<file path="config.mk">
export PLATFORM = sky130hd
export DESIGN_NAME = red_led_driver
export DESIGN_NICKNAME = d
export VERILOG_FILES = /design/src/rtl/led_drv_pkg.sv /design/src/rtl/red_led_driver_tick_divider.sv /design/src/rtl/red_led_driver.sv
export SDC_FILE = /design/constraint.sdc
export NUM_CORES = 1
export LEC_CHECK = 0
export CORE_MARGIN = 2
export CORE_UTILIZATION = 27
export CTS_CLUSTER_SIZE = 12
export DETAILED_ROUTE_END_ITERATION = 12
export GPL_TIMING_DRIVEN = 0
export SLEW_MARGIN = 20
export SYNTH_ARGS = -nofsm -noshare
export SYNTH_HDL_FRONTEND = slang
export SYNTH_SLANG_ARGS = --single-unit
</file>
<file path="constraint.sdc">
create_clock -name i_clk -period 2.1 [get_ports i_clk]
set_input_delay 0.21 -clock i_clk [delete_from_list [all_inputs] [get_ports i_clk]]
set_output_delay 0.21 -clock i_clk [all_outputs]
set_load 0.02 [all_outputs]
</file>
<file path="src/rtl/led_drv_pkg.sv">
// led_drv_pkg: shared defaults and helpers for the red LED output driver.
package led_drv_pkg;
    localparam int LED_WIDTH = 16;
    localparam int LED_PWM_BITS = 4;
    localparam int LED_BLINK_DIV_50MHZ = 25_000_000;

    function automatic logic duty_full(input logic [31:0] d, input int bits);
        return d == (32'd1 << bits) - 32'd1;
    endfunction
endpackage

</file>
<file path="src/rtl/red_led_driver_tick_divider.sv">
// tick_divider: one-cycle tick every DIV clocks, counting 0..DIV-1.
module tick_divider #(
    parameter int DIV = 4
) (
    input  logic i_clk,
    input  logic i_reset,
    output logic o_tick
);
    localparam int CW = (DIV > 2) ? $clog2(DIV) : 1;
    logic [CW-1:0] r_cnt;
    assign o_tick = r_cnt == CW'(DIV - 1);
    always_ff @(posedge i_clk) begin
        if (i_reset || o_tick) r_cnt <= '0;
        else r_cnt <= r_cnt + 1'b1;
    end
endmodule

</file>
<file path="src/rtl/red_led_driver.sv">
// red_led_driver: registered, PWM-dimmed, optionally blinking LEDR drive.
// Duty is only latched at the PWM wrap so a running pulse is never cut short.
module red_led_driver
    import led_drv_pkg::*;
#(
    parameter int WIDTH     = LED_WIDTH,
    parameter int PWM_BITS  = LED_PWM_BITS,
    parameter int BLINK_DIV = LED_BLINK_DIV_50MHZ
) (
    input  logic                i_clk,
    input  logic                i_reset,
    input  logic [WIDTH-1:0]    i_pattern,
    input  logic [WIDTH-1:0]    i_blink_mask,
    input  logic [PWM_BITS-1:0] i_duty,
    output logic [WIDTH-1:0]    o_ledr,
    output logic                o_blink_phase
);
    logic [WIDTH-1:0]    r_pattern, r_mask, r_ledr;
    logic [PWM_BITS-1:0] r_duty, r_pwm_cnt;
    logic                r_phase, w_tick, w_pwm_on;

    tick_divider #(.DIV(BLINK_DIV)) u_blink (
        .i_clk   (i_clk),
        .i_reset (i_reset),
        .o_tick  (w_tick)
    );

    assign w_pwm_on = duty_full(32'(r_duty), PWM_BITS) || (r_pwm_cnt < r_duty);

    always_ff @(posedge i_clk) begin
        if (i_reset) begin
            r_pattern <= '0;
            r_mask    <= '0;
            r_duty    <= '0;
            r_pwm_cnt <= '0;
            r_phase   <= 1'b1;
            r_ledr    <= '0;
        end else begin
            r_pattern <= i_pattern;
            r_mask    <= i_blink_mask;
            r_pwm_cnt <= r_pwm_cnt + 1'b1;
            if (&r_pwm_cnt) r_duty <= i_duty;
            if (w_tick) r_phase <= ~r_phase;
            r_ledr    <= r_pattern & {WIDTH{w_pwm_on}} & (~r_mask | {WIDTH{r_phase}});
        end
    end

    assign o_ledr        = r_ledr;
    assign o_blink_phase = r_phase;
endmodule

</file>
==> results.yml <==
status:
  status: "finished, final reports clean"
cts:
  htreeDepth: 3
  clockBufferDepth: 2
  numCtsBuffers: 9
  clockRootBuffer: "clkbuf_8"
  post_cts_buffers: 0
  cts_tree: "done"
  clock-sinks: 82
  clk_pin_slew_worst_paths_ns: 0.09
  clkLatencyLatePin_ns: 0.35
synthesis:
  ys_seq_elements: 82
  synth-edff-count: 0
  yosysWarnings: 0
  synth_ff_type: "dfxtp_1"
  syn_nets: 351
  synth_area_leaders: "dfxtp_1 55%, nor2b_1 7.1%, a211oi_1 4.3%"
  yosys.area_share.adder: 0.0209
  synth.yosys.seq_area_share: 0.548
  yosys.area_share.simple: 0.216
  synthMuxAreaShare: 0.0134
  netlist-cell-type-count: 32
  syn_inst: 308
  syn_area_mm2: 0.00300
  synth_compound_area_frac: 0.112
  synth_top_family_by_area: "simple AND/OR/NAND/NOR gates"
  syn_avg_cell_area_um2: 9.73
  synth_xor_area_frac: 0.0468
  synthArstFlopShare: 0
  yosys.area.top_type: "dfxtp_1"
  synth_top_area_frac: 0.548
routing:
  num_vias: 2257
  ant_nets: 0
  firstDrtPassIters: 4
  post-route-drc-count: 0
  avgViaCountPerCell: 4.36
  drtIter0Drc: 89
  wl_mm: 6.26
  routedWlPerCell_um: 12.1
setup_path:
  arrival_ns: 2.26
  crit_slowest_cell: "or4_1"
  reg2reg_from: "u_blink.r_cnt[9]"
  crit_fanout: 9
  cp-startpoint: "u_blink.r_cnt[9]"
  crit_buf_inv: 1
  path_class: "reg2reg"
  crit_family: "simple AND/OR/NAND/NOR gates"
  slowest_delay_ns: 0.54
  cp-start-kind: "register"
  end_kind: "register"
  required_ns: 2.39
  path_cells: "nand4_2 > or4_1 > buf_2 > or4_1 > a21oi_1"
  cpMostUsedCell: "or4_1"
finish:
  drive_gt1_frac: 0.106
  post-route-cell-area_mm2: 0.00396
  final_nets: 416
  stdcell_count: 518
  final_cell_mix: "73 x dfxtp_1, 54 x clkdlybuf4s50_1, 34 x nor2b_1"
  area_growth_pct: 32.1
  n_antenna_cell: 0
  utilization: 0.365
  fill_cells: 1121
  layout_commonest_cell: "dfxtp_1"
min_path:
  hold_path_class: "in2reg"
  min_from: "i_blink_mask[5]"
placement:
  dp.cells: 502
  placed_area_mm2: 0.00371
  port_buffers: 54
  place_congestion: 0.820
  dpl.hpwl_mm: 4.55
timing:
  rsz0062_at_grt: "no"
  worst_pin_slew_ns: 0.525
  slew_headroom: 0.650
  setup_viol: 0
  fin_crit_ns: 1.97
  hold_ws_ns: 0.395
  fin_skew_ns: 0.00768
  fmax_mhz: 507
  finalCritPeriodShare: 0.939
  maxSlewViolCount: 0
  timing_hold_violations_final: 0
global_routing:
  first_global_vias: 2184
  globalRouteMet3Util: 0.0373
  top_usage_layer: "met2"
  grt-ovfl-total: 0
  grt_util_met1: 0.133
  grtUsageMet2: 0.183
  grt_pass1_wl_mm: 10.1
  grt_antenna_before_repair: 0
  grt_max_degree: 18
  grtUsageTotal: 0.111
floorplan:
  fp.coreArea_mm2: 0.0108
  io_pins: 55
  initial_core_util: 0.276
  std_cell_rows: 38
  fp.dieH_um: 109
  die_area_mm2: 0.0120
  die_w_um: 109
power_and_ir_drop:
  p_per_area_mw_per_mm2: 745
  power.total_uw: 2950
  ir_drop_v: 0.000259
  power.leakage_uw: 0.00138
run:
  maxCapViolCount: 0
## metrics by stage
| step | setup WS, ns | TNS (ns) |
|---|---|---|
| after floorplan | 0.141 | 0 |
| after global placement | -0.229 | -4.08 |
| after detailed placement | -0.271 | -4.74 |
| after CTS | 0.0313 | 0 |
| after global routing | 0.00137 | 0 |
| final | 0.128 | 0 |
## worst reg2reg max path, delay by kind of cell, from the launching register on
| kind | cells | cell delay (ns) |
|---|---|---|
| flops | 1 | 0.41 |
| simple gates | 3 | 1.19 |
| buf+inv | 1 | 0.18 |
| compound gates | 1 | 0.14 |
## cell usage after synthesis, types with 2 or more instances
cell / n
nor3_1: 3
xor2_1: 6
ha_1: 5
nor2_1: 24
mux2i_1: 4
nor2b_1: 34
nand4_1: 8
a21oi_1: 9
inv_1: 21
or4_1: 6
nor4_1: 5
nand3_1: 10
dfxtp_1: 82
or3_1: 3
o31ai_1: 4
a211oi_1: 17
nand2_1: 8
o21ai_0: 23
xnor2_1: 10
clkbuf_1: 11
or3_2: 3
and3_1: 2
## final timing paths
check,cells after the start,slack (ns),end
setup / recovery,5,0.13,u_blink.r_cnt[24]
hold / removal,2,0.40,r_mask[5]
setup reg to reg,5,0.13,u_blink.r_cnt[24]
hold reg to reg,2,0.45,o_ledr[1]
## per-layer routing
metal	wire length [um]	share of wire
met5	0	0
met2	2890	0.46
met1	2970	0.47
met3	321	0.051
met4	85	0.014
## layout make-up
type	count	area, um2	area share
repair buffers	54	541	0.137
inverters	21	78.8	0.0199
plain buffers	13	57.6	0.0145
multi-input cells	192	1250	0.317
clock buffers	9	124	0.0313
well taps	140	175	0.0443
flip-flops and latches	82	1650	0.418
clock inverters	7	72.6	0.0183
## flip-flops by register name (all words and copies together) (netlist names)
signal         cells
u_blink.r_cnt     25
r_mask            16
r_duty             4
r_pwm_cnt          4
o_ledr            16
r_pattern         16
o_blink_phase      1
## power breakdown
| part | total (uW) | internal (uW) | switching, uW |
|---|---|---|---|
| registers | 1630 | 1610 | 21.6 |
| logic | 220 | 124 | 95.3 |
| clock network | 1100 | 463 | 640 |
| total | 2950 | 2190 | 756 |
## what timing repair did
item                                    4_1_cts  5_1_grt
resized for setup                             7       12
endpoints found under the setup margin       21       33
hold buffers                                  0        0
hold endpoints to repair                      0        0
## kinds of logic after synthesis
| logic type | after synthesis |
|---|---|
| xor+xnor | 16 |
| flops | 82 |
| compound gates | 55 |
| fa+ha+maj | 5 |
| mux | 4 |
| buf+inv | 34 |
| simple gates | 112 |
(Power assumes the default switching activity.)
==> edit 1, RTL diff (config.mk and constraints unchanged) <==
Register the output `o_ledr` once more, with the module's reset; this adds one clock of latency there. The other outputs are not delayed to match.
--- a/src/rtl/red_led_driver.sv
+++ b/src/rtl/red_led_driver.sv
@@ -46,5 +46,11 @@
     end
 
-    assign o_ledr        = r_ledr;
+    always_ff @(posedge i_clk) begin
+        if (i_reset) begin
+            o_ledr <= '0;
+        end else begin
+            o_ledr <= r_ledr;
+        end
+    end
     assign o_blink_phase = r_phase;
 endmodule
Behaviour: same outputs for any inputs over 10 cycles, from zero or initial values and one cycle with i_reset high; that may be too few to reach the edited logic, so the function may still have changed.
==> edit 1 against the original RTL <==
Critical path depth is 1 lower. Combinational power is 2% lower. Wire length is 13% higher. Area after synthesis is 17% higher. Clock skew is 0.67 ps lower. Clock power is 45% higher. Non-clock buffer count is 1 higher. Sequential share of layout area is 1.1 points higher. Power is 27% higher. Cell area is 16% higher. Setup slack worse by 64 ps. Hold slack better by 23 ps. Sequential cell count is 16 higher. Largest power group unchanged.
==> edit 1: results (changes against the original RTL) <==
nets=459 (+10%); crit path time final=2040 ps (+63.5 ps); hold path endpoint=r_pattern[8]$_SDFF_PP0_; Cells after Synth=351 (+14%); DR vias=2,550 (+13%); PostCTS Resize Cnt=0 (-7); skew final=7.00 ps (-0.671 ps); GR Layer Usage met1=13.2% (-0.088 points); clock-pin slew on the worst setup and hold paths=70 ps (-20 ps); Critical Path Start=u_blink.r_cnt[15]$_SDFF_PP0_; status=complete, no violations; top layer in use=met4; root buf cell=clkbuf_16; post-synthesis compound-gate area fraction=9.99% (-1.2 points); worst hold margin=418 ps (+23.1 ps); ANT cells=0 (unchanged); Worst path max stage delay=560 ps (+20 ps); DR WL met2=3320 um (+15%); Worst Setup EP=o_blink_phase$_SDFFE_PP1N_; gr usage total=10.5% (-0.54 points); asr flop ratio synth=0% (unchanged); first-pass GRT wire length=11,700 um (+15%); register area share after synthesis=56.0% (+1.2 points); Via density=4.30 (-1.3%); vias in the first global route=2,499 (+14%); met3 Use GR=2.23% (-1.5 points); drt first pass iters=4 (unchanged); postcts setup bufs=0 (unchanged); worst hold path startpoint=i_pattern[8]; largest net degree at the start of global routing=20 (+2); Critical Path Fanout Max=4 (-5); Yosys cell types=39 (+22%); max reg flops=25 (unchanged); placer congestion estimate=0.780 (-4.9%); Post-Syn Nets=394 (+12%); WL/cell=12.0 um (-0.97%); met1 WL=3400 um (+14%); LEAKAGE=1.62 nW (+18%); Post-synth top cells=98 x dfxtp_1, 49 x nor2b_1, 24 x nor2_1; adder and majority cell fraction of the synthesized area=1.78% (-0.30 points); Pint=2.87 mW (+31%); multiplexer area fraction after synthesis=1.14% (-0.19 points); layout cells sized above 1=7.36% (-3.2 points); Post-Synth XOR/XNOR Area=4.00% (-0.68 points); I/O Buffers=54 (unchanged); path depth of the worst reg2reg path=4 (-1); flop2flop setup slack=60 ps (-60 ps); placed cell area=4260 um^2 (+15%); CTS H-tree lvls=3 (unchanged); drt first-iter violations=102 (+15%); worst rel slew slack=61.9% (-3.2 points); met2 global-route usage=17.3% (-1.0 points); Synth area leaders=dfxtp_1 56%, nor2b_1 8.7%, a211oi_1 3.6%, xnor2_1 3.0%, o21ai_0 2.9%; DR WL met3=259 um (-19%); Placement Setup Slack=85.3 ps (+357 ps); placed insts=577 (+15%); Clk Latency, worst-skew pair=~340 ps; worst-case vdd ir drop=527 uV (+100%); hpwl dp=5330 um (+17%); CP max stage cell=or4_4
==> edit 1: cell types whose count changed in the layout (fill, tap and decap cells not counted), moves of 5 or more <==
cell	change
dfxtp_2	-7
nor2b_1	+15
clkbuf_16	+9
dfxtp_1	+23
clkbuf_8	-8
nand4_1	-5
==> edit 1: power by group through the flow <==
stage,clock (mW),combinational [mW],sequential (mW)
4_1_cts,1.63,0.218,1.93
2_1_floorplan,0,0.102,1.98
5_1_grt,1.71,0.238,1.94
6_report,1.59,0.215,1.93
3_5_place_dp,0,0.217,1.98
3_3_place_gp,0,0.214,1.98
==> edit 1: layout make-up <==
type / count / area, um^2
Fill cell: 1281 / 8090
Sequential cell: 98 / 1960
Multi-Input combinational cell: 216 / 1410
Timing Repair Buffer: 54 / 541
Clock buffer: 9 / 225
Tap cell: 172 / 215
Inverter: 23 / 86.3
Clock inverter: 7 / 72.6
Buffer: 14 / 71.3
==> edit 2, RTL diff (same settings) <==
Without the edit above. The package constant `LED_BLINK_DIV_50MHZ` goes from 25_000_000 to 12_500_000.
--- a/src/rtl/led_drv_pkg.sv
+++ b/src/rtl/led_drv_pkg.sv
@@ -3,5 +3,5 @@
     localparam int LED_WIDTH = 16;
     localparam int LED_PWM_BITS = 4;
-    localparam int LED_BLINK_DIV_50MHZ = 25_000_000;
+    localparam int LED_BLINK_DIV_50MHZ = 12_500_000;
 
     function automatic logic duty_full(input logic [31:0] d, input int bits);
Formal check against the unedited RTL: no difference found for any inputs over 10 cycles, from zero or initial values and one cycle with i_reset high; that may be too few to reach the edited logic, so the function may still have changed.
==> edit 2 against the original RTL <==
Setup slack better by 41 ps. Cell area fell by 3.1%. Synthesized cell count down 6.8%. Sequential cell count is 1 lower. Critical endpoint is now u_blink.r_cnt[11]$_SDFF_PP0_. Core utilization shrank 0.83 points. Area after synthesis shrank 1.6%. Power shrank 4.3%. Via count is 8.2% lower. Sequential share of layout area rose by 0.53 points. Count of clock-buffer cells in the layout grew 1. Wire length down 7.5%. Highest routed layer unchanged.
==> edit 2: results (changes against the original RTL) <==
PostCTS Resize Cnt=0 (-7); multiplexer area fraction after synthesis=1.36% (+0.022 points); Post-synth top cells=81 x dfxtp_1, 34 x nor2b_1, 22 x nor2_1; Placement Setup Slack=162 ps (+434 ps); register area share after synthesis=55.0% (+0.20 points); Via density=4.18 (-4.2%); RR Endpoint=u_blink.r_cnt[11]$_SDFF_PP0_; placer congestion estimate=0.774 (-5.6%); fill cell count=1,097 (-2.1%); Final clock-cell share=4.67% (-0.30 points); Non-Filler Instances=496 (-4.2%); period utilisation layout=92.0% (-2.0 points); status=complete, no violations; met2 global-route usage=17.8% (-0.53 points); met1 WL=2460 um (-17%); Worst path max stage delay=560 ps (+20 ps); path depth of the worst reg2reg path=7 (+2); clock buffers=10 (+1); Synth area leaders=dfxtp_1 55%, nor2b_1 7.2%, xor2_1 5.3%, and3_1 4.0%, nand2b_1 3.8%; post-synthesis compound-gate area fraction=1.95% (-9.3 points); DR WL met2=2920 um (+1.1%); drt first-iter violations=76 (-15%); multi-input logic area=1230 um^2 (-1.9%); vias in the first global route=2,085 (-4.5%); Critical Path Fanout Max=10 (+1); hpwl dp=4220 um (-7.3%); CP max stage cell=nor4_1; #MultiIn Comb=189 (-1.6%); DR WL met3=226 um (-30%); gr usage total=10.6% (-0.49 points); adder and majority cell fraction of the synthesized area=2.12% (+0.034 points); placed cell area=3650 um^2 (-1.6%); power per cell area=736 nW/um^2 (-1.2%); skew final=10.9 ps (+3.20 ps); Yosys cell types=35 (+9.4%); largest net degree at the start of global routing=15 (-3); worst-case vdd ir drop=346 uV (+33%); nonclk buf count=64 (-4.5%); worst rel slew slack=62.1% (-2.9 points); Area Overhead vs Synth=30.0%
-- edit 2: changes by cell type after synthesis, sizes merged, moves of 6 or more --
cell	unedited run	this run
a21oi	9	3
and3	2	19
nand2b	1	19
o21ai	23	1
or3	6	0
nor2	24	34
inv	21	6
a211oi	17	1
xor2	6	18
-- edit 2: how the worst max path moves through the flow --
stage	start	end	cells after the start
6_report	u_blink.r_cnt[0]$_SDFF_PP0_	u_blink.r_cnt[11]$_SDFF_PP0_	7
4_1_cts	u_blink.r_cnt[0]$_SDFF_PP0_	u_blink.r_cnt[11]$_SDFF_PP0_	7
3_5_place_dp	u_blink.r_cnt[0]$_SDFF_PP0_	u_blink.r_cnt[11]$_SDFF_PP0_	7
2_1_floorplan	u_blink.r_cnt[0]$_SDFF_PP0_	u_blink.r_cnt[8]$_SDFF_PP0_	7
5_1_grt	u_blink.r_cnt[0]$_SDFF_PP0_	u_blink.r_cnt[11]$_SDFF_PP0_	7
3_3_place_gp	r_duty[1]$_SDFFE_PP0P_	o_ledr[4]$_SDFF_PP0_	7
